<file path="src/rtl/fb16_conv_sched.sv">
// Round-robin scheduler sharing one FB16_to_FD27 converter between NCH requesters.
// Grants a channel, starts the converter, waits for a rising ok (with watchdog) and returns the tagged result.
module fb16_conv_sched #(
    parameter int NCH = 4,
    parameter int CHW = 2,
    parameter int TMO = 63
) (
    input  logic              clk_i,
    input  logic              rst_i,
    input  logic [NCH-1:0]    req_i,
    input  logic [16*NCH-1:0] din_i,
    output logic [NCH-1:0]    ack_o,
    output logic              conv_st_o,
    output logic [15:0]       conv_fbi_o,
    input  logic              conv_ok_i,
    input  logic [26:0]       conv_fdo_i,
    output logic [26:0]       res_o,
    output logic [CHW-1:0]    res_ch_o,
    output logic              res_vld_o,
    output logic              err_o,
    output logic              busy_o
);

    typedef enum logic [1:0] {
        S_IDLE  = 2'd0,
        S_START = 2'd1,
        S_WAIT  = 2'd2,
        S_DONE  = 2'd3
    } state_e;

    localparam logic [7:0] TMO_LAST = 8'(TMO - 1);

    state_e         state_q, state_d;
    logic [CHW-1:0] ptr_q, ptr_d;
    logic [7:0]     timer_q, timer_d;
    logic           ok_q;
    logic [NCH-1:0] ack_q, ack_d;
    logic           conv_st_q, conv_st_d;
    logic [15:0]    conv_fbi_q, conv_fbi_d;
    logic [26:0]    res_q, res_d;
    logic [CHW-1:0] res_ch_q, res_ch_d;
    logic           res_vld_q, res_vld_d;
    logic           err_q, err_d;
    logic           busy_q, busy_d;

    logic           ok_rise_s;
    logic           grant_vld_s;
    logic [CHW-1:0] grant_idx_s;
    logic [CHW-1:0] cand_s;

    // A level-high ok from a previous conversion must not count; only a fresh rise does.
    assign ok_rise_s = conv_ok_i & ~ok_q;

    // Round-robin search: ptr+1, ptr+2, ... wrapping, with ptr itself checked last.
    always_comb begin
        grant_vld_s = 1'b0;
        grant_idx_s = ptr_q;
        cand_s      = ptr_q;
        for (int i = 1; i <= NCH; i++) begin
            cand_s = ptr_q + i[CHW-1:0];
            if (!grant_vld_s && req_i[cand_s]) begin
                grant_vld_s = 1'b1;
                grant_idx_s = cand_s;
            end else begin
                grant_vld_s = grant_vld_s;
            end
        end
    end

    // Next-state and registered-output logic of the scheduler FSM.
    always_comb begin
        state_d    = state_q;
        ptr_d      = ptr_q;
        timer_d    = timer_q;
        ack_d      = {NCH{1'b0}};
        conv_st_d  = 1'b0;
        conv_fbi_d = conv_fbi_q;
        res_d      = res_q;
        res_ch_d   = res_ch_q;
        res_vld_d  = 1'b0;
        err_d      = 1'b0;
        busy_d     = busy_q;
        case (state_q)
            S_IDLE: begin
                if (grant_vld_s) begin
                    ptr_d      = grant_idx_s;
                    conv_fbi_d = din_i[{grant_idx_s, 4'b0000} +: 16];
                    ack_d      = {{(NCH-1){1'b0}}, 1'b1} << grant_idx_s;
                    conv_st_d  = 1'b1;
                    busy_d     = 1'b1;
                    state_d    = S_START;
                end else begin
                    busy_d = 1'b0;
                end
            end
            S_START: begin
                timer_d = 8'd0;
                busy_d  = 1'b1;
                state_d = S_WAIT;
            end
            S_WAIT: begin
                busy_d = 1'b1;
                // A rise on the final cycle still wins over the timeout.
                if (ok_rise_s) begin
                    res_d     = conv_fdo_i;
                    res_ch_d  = ptr_q;
                    res_vld_d = 1'b1;
                    state_d   = S_DONE;
                end else if (timer_q == TMO_LAST) begin
                    err_d   = 1'b1;
                    busy_d  = 1'b0;
                    state_d = S_IDLE;
                end else begin
                    timer_d = timer_q + 8'd1;
                end
            end
            S_DONE: begin
                busy_d  = 1'b0;
                state_d = S_IDLE;
            end
            default: begin
                busy_d  = 1'b0;
                state_d = S_IDLE;
            end
        endcase
    end

    // State and output registers with synchronous reset.
    always_ff @(posedge clk_i) begin
        if (rst_i) begin
            state_q    <= S_IDLE;
            ptr_q      <= CHW'(NCH - 1);
            timer_q    <= 8'd0;
            ok_q       <= 1'b0;
            ack_q      <= {NCH{1'b0}};
            conv_st_q  <= 1'b0;
            conv_fbi_q <= 16'd0;
            res_q      <= 27'd0;
            res_ch_q   <= {CHW{1'b0}};
            res_vld_q  <= 1'b0;
            err_q      <= 1'b0;
            busy_q     <= 1'b0;
        end else begin
            state_q    <= state_d;
            ptr_q      <= ptr_d;
            timer_q    <= timer_d;
            ok_q       <= conv_ok_i;
            ack_q      <= ack_d;
            conv_st_q  <= conv_st_d;
            conv_fbi_q <= conv_fbi_d;
            res_q      <= res_d;
            res_ch_q   <= res_ch_d;
            res_vld_q  <= res_vld_d;
            err_q      <= err_d;
            busy_q     <= busy_d;
        end
    end

    assign ack_o      = ack_q;
    assign conv_st_o  = conv_st_q;
    assign conv_fbi_o = conv_fbi_q;
    assign res_o      = res_q;
    assign res_ch_o   = res_ch_q;
    assign res_vld_o  = res_vld_q;
    assign err_o      = err_q;
    assign busy_o     = busy_q;

endmodule

</file>
<file path="config.mk">
export PLATFORM = sky130hd
export DESIGN_NAME = fb16_conv_sched
export DESIGN_NICKNAME = d
export VERILOG_FILES = /design/src/rtl/fb16_conv_sched.sv
export SDC_FILE = /design/constraint.sdc
export NUM_CORES = 1
export LEC_CHECK = 0
export CAP_MARGIN = 20
export CORE_MARGIN = 2
export CORE_UTILIZATION = 37
export DETAILED_ROUTE_END_ITERATION = 10
export HOLD_SLACK_MARGIN = 0.05
export PLACE_DENSITY = 0.86
export SYNTH_ARGS = -nofsm -noshare
export SYNTH_HDL_FRONTEND = slang
export SYNTH_SLANG_ARGS = --single-unit
</file>
<file path="constraint.sdc">
create_clock -name clk_i -period 1.72 [get_ports clk_i]
set_clock_uncertainty 0.05 [all_clocks]
set_input_delay 0.344 -clock clk_i [delete_from_list [all_inputs] [get_ports clk_i]]
set_output_delay 0.344 -clock clk_i [all_outputs]
set_load 0.03 [all_outputs]
</file>
==> results.txt, run 1 <==
The flow ran to the end, but the final reports show violations. The checks that failed: negative setup slack. The global placement routability congestion came out at 0.882. For the worst setup path, the data required time is 1.90 ns. The worst-case IR drop observed on VDD is about 500 µV. The die extent in y is 95.6 µm. The count of cells in the finished layout, fillers not included, comes to approximately 660. The maximum number of pins on one net before global-route repair came out at 42. The initial antenna violation count came out at 0. Of the total synthesized cell area, the portion taken by XOR and XNOR cells is 1.69%. The initial utilization of the core area, before any placement, comes to 38.0%.

The average instance in the mapped netlist occupies 8.50 µm². The achievable frequency came out at 546 MHz. The count of hold-fix buffers inserted at cts is 0. The final non-filler cell area is 5500 µm². The share of Yosys cell area claimed by the top area cell type is 42.6%. The worst hold path belongs to the class register to register.

The clock-pin slew on the worst setup and hold paths came out at 0.07 ns. The adder-cell share of the synthesized area is 0.806%. The final core utilization is 67.3%. The via count of the first global-routing pass came to 3304. The final antenna diode count came out at 0.

The worst-case clock buffer depth came out at 2. Setup repair after global routing could not meet its margin everywhere. The number of primary I/O pins came out at around 150.

The total nets after synthesis is 465. The post-route worst hold slack came out at 0.402 ns. Walking the worst path, the cells encountered are inv_2, ha_4, nor3b_4, a211o_4, a2111oi_4, xnor2_1, nor2_1. The area overhead of the layout relative to synthesis is 77.3%. The total iterations of the first detailed-routing run came out at 7.

The leading area contributor after synthesis is sky130_fd_sc_hd__dfxtp_1. The quantity of I/O buffers inserted on ports came out at 150. The part of the cycle the worst path needs is 106%. The synthesized netlist devotes 22.5% of its cell area to simple gates.

The largest stage delay on the critical path is 0.39 ns. The post-synthesis instance total came out at 365. On the critical path, the stage with the largest delay is an instance of sky130_fd_sc_hd__a211o_4. The leftover overflow at the end of global routing came out at 0. The total via count in the routed design came out at between 3000 and 4000. The max-slew violation count came to 0. The H-tree generated during clock tree synthesis spans 3 levels. The number of maximum-capacitance constraint violations came out at 0. By area the synthesized netlist is led by sky130_fd_sc_hd__dfxtp_1 (43%), sky130_fd_sc_hd__nand2_1 (10%), sky130_fd_sc_hd__a21oi_1 (5.6%), sky130_fd_sc_hd__mux2i_1 (5.2%), sky130_fd_sc_hd__a21o_1 (4.6%). The worst-case setup margin in the final layout came out at -0.111 ns. The number of filler cells placed in the layout came out at 625.

At the pin with the least slew margin, the transition time is 0.488 ns. The proportion of synthesized chip area in sequential cells came out at a little over two fifths. Cells with a size suffix above 1 make up 18.8% of the layout.

The compound-cell area share of the yosys netlist came out at 22.5%. Wires add up to 10.9 mm. After the first detailed-routing iteration, the DRC count stood at approximately 140.

The relative slew slack came out at around two thirds. The number of remaining DRC errors is 0. After synthesis, the netlist uses 39 different library cells. The core region is 8180 µm². The worst setup path is launched from a register.

TritonCTS built the clock tree. Global routing used around 22% of the available tracks across all layers. Clock tree synthesis found a total of 66 sinks. The placed instances occupy a cell area of 4980 µm². The endpoint arrival time on the critical path came out at 2.01 ns.

The overall die area is 9140 µm². The setup path with the least slack is of type register to register. STA classifies the critical path endpoint as a register. The total power divided by cell area came out at 913 nW/µm². For this design the static power due to leakage is ~2.3 nW. Along the worst path, the maximum fanout reaches 7.

The synthesis warning total came out at 0. The via density per instance came out at about 5.2. The later-pin clock latency in the skew report is 0.34 ns.

The area of the mapped netlist came out at 3100 µm². After synthesis, the largest family of logic cells by area is simple AND/OR/NAND/NOR gates. The worst path in the final design needs a cycle of 1.83 ns, including I/O delays and setup. The routed wirelength normalized by instance count came out at roughly 17 µm. The number of core rows is 33. The layout net count is around 650.

CTS placed an instance of sky130_fd_sc_hd__clkbuf_8 at the clock tree root. The number of hold-slack violations in the final timing report is 0. The chip width is ~96 µm.

The first global-routing pass estimated 15.5 mm of wire. The detailed placer's ending HPWL is roughly 7.1 mm. TritonCTS created 9 clock buffers. The number of synthesized register bits came out at 66. Setup violations remaining at the end of the flow were counted as 19. The fraction of synthesized area in multiplexers is just over 5%. The remaining number of nets flagged by the antenna check after routing is 0. Once placement completed, the tool counted placed cells totaling 630.
[cells in the final DEF, fill, tap and decap left out, types with 3 or more instances in the layout]
master / n
sky130_fd_sc_hd__buf_12: 7
sky130_fd_sc_hd__dlygate4sd2_1: 51
sky130_fd_sc_hd__xnor2_1: 6
sky130_fd_sc_hd__dfxtp_4: 3
sky130_fd_sc_hd__o211ai_1: 14
sky130_fd_sc_hd__nor2b_1: 4
sky130_fd_sc_hd__a21o_1: 19
sky130_fd_sc_hd__mux2i_1: 8
sky130_fd_sc_hd__clkbuf_16: 3
sky130_fd_sc_hd__mux2i_4: 4
sky130_fd_sc_hd__nand2b_1: 5
sky130_fd_sc_hd__clkbuf_8: 10
sky130_fd_sc_hd__dfxtp_1: 61
sky130_fd_sc_hd__o31ai_1: 16
sky130_fd_sc_hd__nand4_1: 16
sky130_fd_sc_hd__buf_6: 3
sky130_fd_sc_hd__dlymetal6s2s_1: 4
sky130_fd_sc_hd__nand2_1: 82
sky130_fd_sc_hd__nor2_1: 14
sky130_fd_sc_hd__a21oi_1: 35
sky130_fd_sc_hd__buf_4: 36
sky130_fd_sc_hd__mux2i_2: 4
sky130_fd_sc_hd__clkdlybuf4s50_1: 92
sky130_fd_sc_hd__nor3_1: 4
sky130_fd_sc_hd__nand3_1: 6
[layout make-up]
class | count | area, µm² | share of cell area, %
tap | 105 | 131 | 2.39
clock buffer | 10 | 138 | 2.50
clock inverter | 6 | 90.1 | 1.64
sequential | 66 | 1340 | 24.3
inverter | 2 | 7.51 | 0.136
multi-input combinational | 269 | 1810 | 32.9
timing repair buffer | 200 | 1990 | 36.2
[what timing repair did]
| item | in CTS | in global routing |
|---|---|---|
| endpoints found under the setup margin | 75 | 27 |
| endpoints found under the hold margin | 0 | 0 |
| gates cloned | 1 | 4 |
| pin swaps | 3 | 15 |
| gates resized for setup | 69 | 33 |
| buffers inserted | 4 | 3 |
[critical path: cells and delay by family (launching register included)]
family	cells	cell delay, ns
compound gates	2	0.76
xor+xnor	1	0.16
buf+inv	1	0.05
flops	1	0.34
simple gates	2	0.21
fa+ha+maj	1	0.15
[final timing paths]
path	from	endpoint	slack, ns	cells past startpoint
worst min register to register	res_o[26]$_SDFFE_PP0P_	res_o[26]$_SDFFE_PP0P_	0.40	2
worst max register to register	timer_q[0]$_SDFFE_PP0P_	timer_q[6]$_SDFFE_PP0P_	-0.11	7
worst min-delay path	res_o[26]$_SDFFE_PP0P_	res_o[26]$_SDFFE_PP0P_	0.40	2
worst max-delay path	timer_q[0]$_SDFFE_PP0P_	timer_q[6]$_SDFFE_PP0P_	-0.11	7
[registers in the layout, summed over array words and instances, names as in the netlist]
signal / cells
ack_o: 4
state_q: 2
conv_fbi_o: 16
ok_q: 1
res_ch_o: 2
conv_st_o: 1
res_vld_o: 1
ptr_q: 2
timer_q: 8
res_o: 27
err_o: 1
busy_o: 1
[metal layers]
layer  vias up  wire length (µm)  GRT usage, %
li1       1668                 -             -
met3        27              1170          6.72
met5         -                 0             0
met2       176              5470          39.5
met4         0               327          9.64
met1      1561              3930          23.7
[power breakdown]
part	switching, mW	internal (mW)
clock	0.624	0.858
sequential	0.0864	1.68
combinational	0.898	0.881
total	1.61	3.42
[cell usage after synthesis, drive strengths merged]
cell / count
a2111oi: 2
a211o: 2
a211oi: 2
a21boi: 1
a21o: 19
a21oi: 37
and3b: 2
and4: 1
buf: 11
clkbuf: 17
dfxtp: 66
ha: 2
inv: 2
mux2i: 16
nand2: 83
nand2b: 8
nand3: 6
nand3b: 1
nand4: 16
nor2: 15
nor2b: 4
nor3: 5
nor3b: 2
nor4: 2
o211ai: 16
o21a: 1
o21ai: 1
o31a: 1
o31ai: 17
or4b: 1
xnor2: 6
[cells by family (layout without fill, tap and decap cells)]
logic type	count (synthesis)	in the layout
simple gates	146	146
fa+ha+maj	2	2
mux	16	16
compound gates	99	99
buf+inv	30	218
xor+xnor	6	6
flops	66	66
[metrics by stage]
step / setup TNS (ns) / power (mW) / worst slack (ns)
3_3_place_gp: -11.75 / 3.33 / -0.444
4_1_cts: -0.120 / 4.82 / -0.0573
2_1_floorplan: 0 / 2.63 / 0.0000818
3_5_place_dp: -14.35 / 3.36 / -0.518
5_1_grt: -2.03 / 5.26 / -0.171
6_report: -0.805 / 5.02 / -0.111
Power figures use the tool's default switching activity.
==> inputs of run 2 (changes only) <==
Settings changed: CELL_PAD_IN_SITES_DETAIL_PLACEMENT from default to 1, CELL_PAD_IN_SITES_GLOBAL_PLACEMENT from default to 2, CORE_UTILIZATION 37 to 20, PLACE_DENSITY 0.86 to 0.85.
==> run 2 against run 1 <==
Compared with the run above: power rose by 4.9%; routed wire length grew 19%; first-iteration DRC count is 25% higher; worst hold slack about the same; worst setup slack better by 0.031 ns; clock-buffer cell count rose by 3; fmax grew 1.7%; cell area increased by 3.3%; final cell count up 14%; the flow still finishes with violations (negative setup slack).
==> results.txt, run 2 (synthesis gave the netlist of run 1 again) <==
The share of layout cells above drive strength 1 came to 20.3% (+1.5 points). The total iterations of the first detailed-routing run is 4 (-3). The worst-case setup margin in the final layout came out at -0.0804 ns (+0.0307 ns).

The peak ir drop on the vdd network is 568 µV (+14%). In this run the critical register-to-register path is launched from timer_q[0]$_SDFFE_PP0P_. The number of core rows was 45 (+36%). The global placement routability congestion is 0.797 (-9.7%). The static leakage was 2.37 nW (+1.8%). The TritonCTS clock tree is built. The worst endpoint required time came out at 1.89 ns (about the same). The worst setup path is launched from a register. The flow ran to the end, but the final reports show violations.

The met1 routing resource usage after global routing came out at 15.7% (-8.0 points). The number of primary I/O pins came to 151 (unchanged). The count of hold-fix buffers inserted at cts is 0 (unchanged).

The quantity of I/O buffers inserted on ports is 150 (unchanged). The number of cells on the worst hold path was 2 (unchanged). The later-pin clock latency in the skew report is 0.34 ns (about the same).

The chip width came out at 129 µm (+35%). The leftover overflow at the end of global routing is 0 (unchanged). The endpoint identified for the worst register-to-register timing path is timer_q[6]$_SDFFE_PP0P_.

The part of the cycle the worst path needs came to 105% (-1.8 points). The maximum number of pins on one net before global-route repair is 29 (-31%). The kind of cell with the highest combined delay along the critical path is compound AO/OA/AOI/OAI gates. The number of buffers added by the clock tree synthesis step is 9 (unchanged).

Compared with the post-synthesis result, the final layout area differs by 83.1%. The met2 layer usage reported by global route is 27.2% (-12 points). The post-detailed-placement cell area is 5100 µm² (+2.4%). The largest stage delay on the critical path is 0.39 ns (about the same). The busiest layer in global routing is met2. The remaining number of nets flagged by the antenna check after routing came to 0 (unchanged).

The clock-pin slew on the worst setup and hold paths came out at 0.05 ns (-0.02 ns). The measured slew at the worst slew-check pin is 0.461 ns (-0.0273 ns). The number of hold-slack violations in the final timing report is 0 (unchanged).

The aggregate negative setup slack is -0.184 ns (+0.622 ns). The wire length of the first global-routing pass is 19.3 mm (+25%). The routed wirelength normalized by instance count is 17.3 µm (+4.2%).

The minimum setup slack after placement is -0.597 ns (-0.0785 ns). The via count of the first global-routing pass is 3803 (+15%). The number of clock sinks came to 66 (unchanged). The slowest stage of the critical path belongs to the cell sky130_fd_sc_hd__a211o_4. The endpoint arrival time on the critical path is 1.97 ns (-0.04 ns). The final critical delay including setup and external delays is 1.80 ns (-0.0307 ns). The number of maximum-capacitance constraint violations is 0 (unchanged). The wire length after detailed routing is 12.9 mm (+19%).

The initial antenna violation count is 1 (+1). The detailed placer's ending HPWL came to 9.16 mm (+28%). The die extent in y is 129 µm (+35%). The final reports fail on negative setup slack.

The overall die area came out at 16500 µm² (+81%). The starting utilization of the core area came to 20.4% (-18 points). The flop-to-flop setup slack is -0.08 ns (+0.03 ns). The path type of the worst setup path is register to register. The count of buffer and inverter cells on the critical path was 1 (unchanged). Setup repair after global routing could not meet its margin everywhere. The overall power of the completed layout came out at 5.27 mW (+4.9%). The initial detailed-routing violation count was 171 (+25%). The fraction of met3 tracks used by global routing came out at 6.74% (+0.017 points).

The max-slew violation count came out at 0 (unchanged). The final non-filler cell area is 5680 µm² (+3.3%). The number of flip-flops in the largest register is 27 (unchanged). The total power divided by cell area is 927 nW/µm² (+1.5%). Walking the worst path, the cells encountered are inv_2, ha_4, nor3b_4, a211o_4, a2111oi_4, xnor2_1, nor2_1.

Leaving out fill and tap cells, the most frequent cell in the layout is sky130_fd_sc_hd__clkdlybuf4s50_1. The depth of the worst register-to-register path was 7 (unchanged). The core area is 15200 µm² (+86%). In this run the most critical hold path is launched from res_o[12]$_SDFFE_PP0P_. The via density per instance is 4.66 (-11%). The worst-case clock buffer depth is 2 (unchanged).

The terminating pin of the worst hold path is res_o[12]$_SDFFE_PP0P_. The layout net count came out at 657 (+1.4%). The number of remaining DRC errors came out at 0 (unchanged). In the layout the commonest cells are sky130_fd_sc_hd__clkdlybuf4s50_1 (92), sky130_fd_sc_hd__nand2_1 (81), sky130_fd_sc_hd__dfxtp_1 (61).

The total setup violations reported at the end of the flow came to 9 (-10). The deepest level of the CTS H-tree is 3 (unchanged). The top fanout value on the critical path is 6 (-1). STA classifies the critical path endpoint as a register.

The final antenna diode count came to 0 (unchanged). The achievable frequency was 555 MHz (+1.7%). The path class of the lowest-slack min-delay path is register to register. The combined global-route utilization of all metal layers is 15.2% (-6.8 points). The path length in cells of the critical path is 7 (unchanged). The root cell of the clock tree is sky130_fd_sc_hd__clkbuf_16. The relative slew slack is 69.3% (+1.8 points). The total via count in the routed design was 3494 (+1.8%).
[run 2: changes by cell type in the layout (fill, tap and decap cells not counted), sizes merged]
cell,previous run,this run
dlymetal6s2s,4,2
buf,47,59
dlygate4sd2,51,53
bufinv,2,0
clkdlybuf4s15,2,0
clkbuf,14,16
clkinvlp,1,0
[run 2: layout make-up]
type,instances,area (µm²)
flip-flops and latches,66,1340
inverters,2,7.51
clock buffers,13,250
fillers,1759,9520
clock inverters,3,15.0
multi-input cells,269,1830
repair buffers,209,2010
well taps,188,235
[run 2: report_power, final]
part | switching, mW | total, mW | internal (mW) | leakage, nW
registers | 0.0986 | 1.78 | 1.68 | 0.539
clock network | 0.656 | 1.66 | 1.01 | 0.133
logic | 0.927 | 1.83 | 0.900 | 1.70
total | 1.68 | 5.27 | 3.59 | 2.37
[run 2: worst max-delay path by stage]
stage / start / endpoint / slack [ns]
after floorplan: ptr_q[1]$_SDFFE_PP1P_ / conv_fbi_o[3]$_SDFFE_PP0P_ / 0.00008
after global placement: req_i[3] / conv_fbi_o[15]$_SDFFE_PP0P_ / -0.49
after detailed placement: req_i[1] / conv_fbi_o[14]$_SDFFE_PP0P_ / -0.60
after CTS: timer_q[0]$_SDFFE_PP0P_ / timer_q[6]$_SDFFE_PP0P_ / -0.08
after global routing: timer_q[0]$_SDFFE_PP0P_ / timer_q[6]$_SDFFE_PP0P_ / -0.15
final: timer_q[0]$_SDFFE_PP0P_ / timer_q[6]$_SDFFE_PP0P_ / -0.08
[run 2: metrics by stage]
step | util [%] | hold slack, ns | instances
6_report | 37.4 | 0.402 | 750
3_5_place_dp | 33.6 | 0.401 | 715
5_1_grt | 37.4 | 0.428 | 750
2_1_floorplan | - | 0.422 | 365
3_3_place_gp | 33.6 | 0.391 | 715
4_1_cts | 36.8 | 0.406 | 747
[run 2: timing repair]
action / 4_1_cts / 5_1_grt
cloned: 2 / 0
gates resized for setup: 91 / 26
endpoints found under the setup margin: 76 / 27
setup buffers: 14 / 5
endpoints found under the hold margin: 0 / 0
pin swaps: 12 / 21
[run 2: per-layer routing]
metal / wire [µm] / part of all wire (%) / vias up
met5: 12 / 0.093 / -
met4: 354 / 2.7 / 2
met3: 1240 / 9.5 / 29
met2: 6340 / 49 / 130
met1: 4990 / 39 / 1654
li1: - / - / 1679
[run 2: worst min-delay path, cell delays in order (launching register included)]
cell	delay, ns
sky130_fd_sc_hd__dfxtp_1	0.30
sky130_fd_sc_hd__nand2_1	0.05
sky130_fd_sc_hd__a21oi_1	0.05
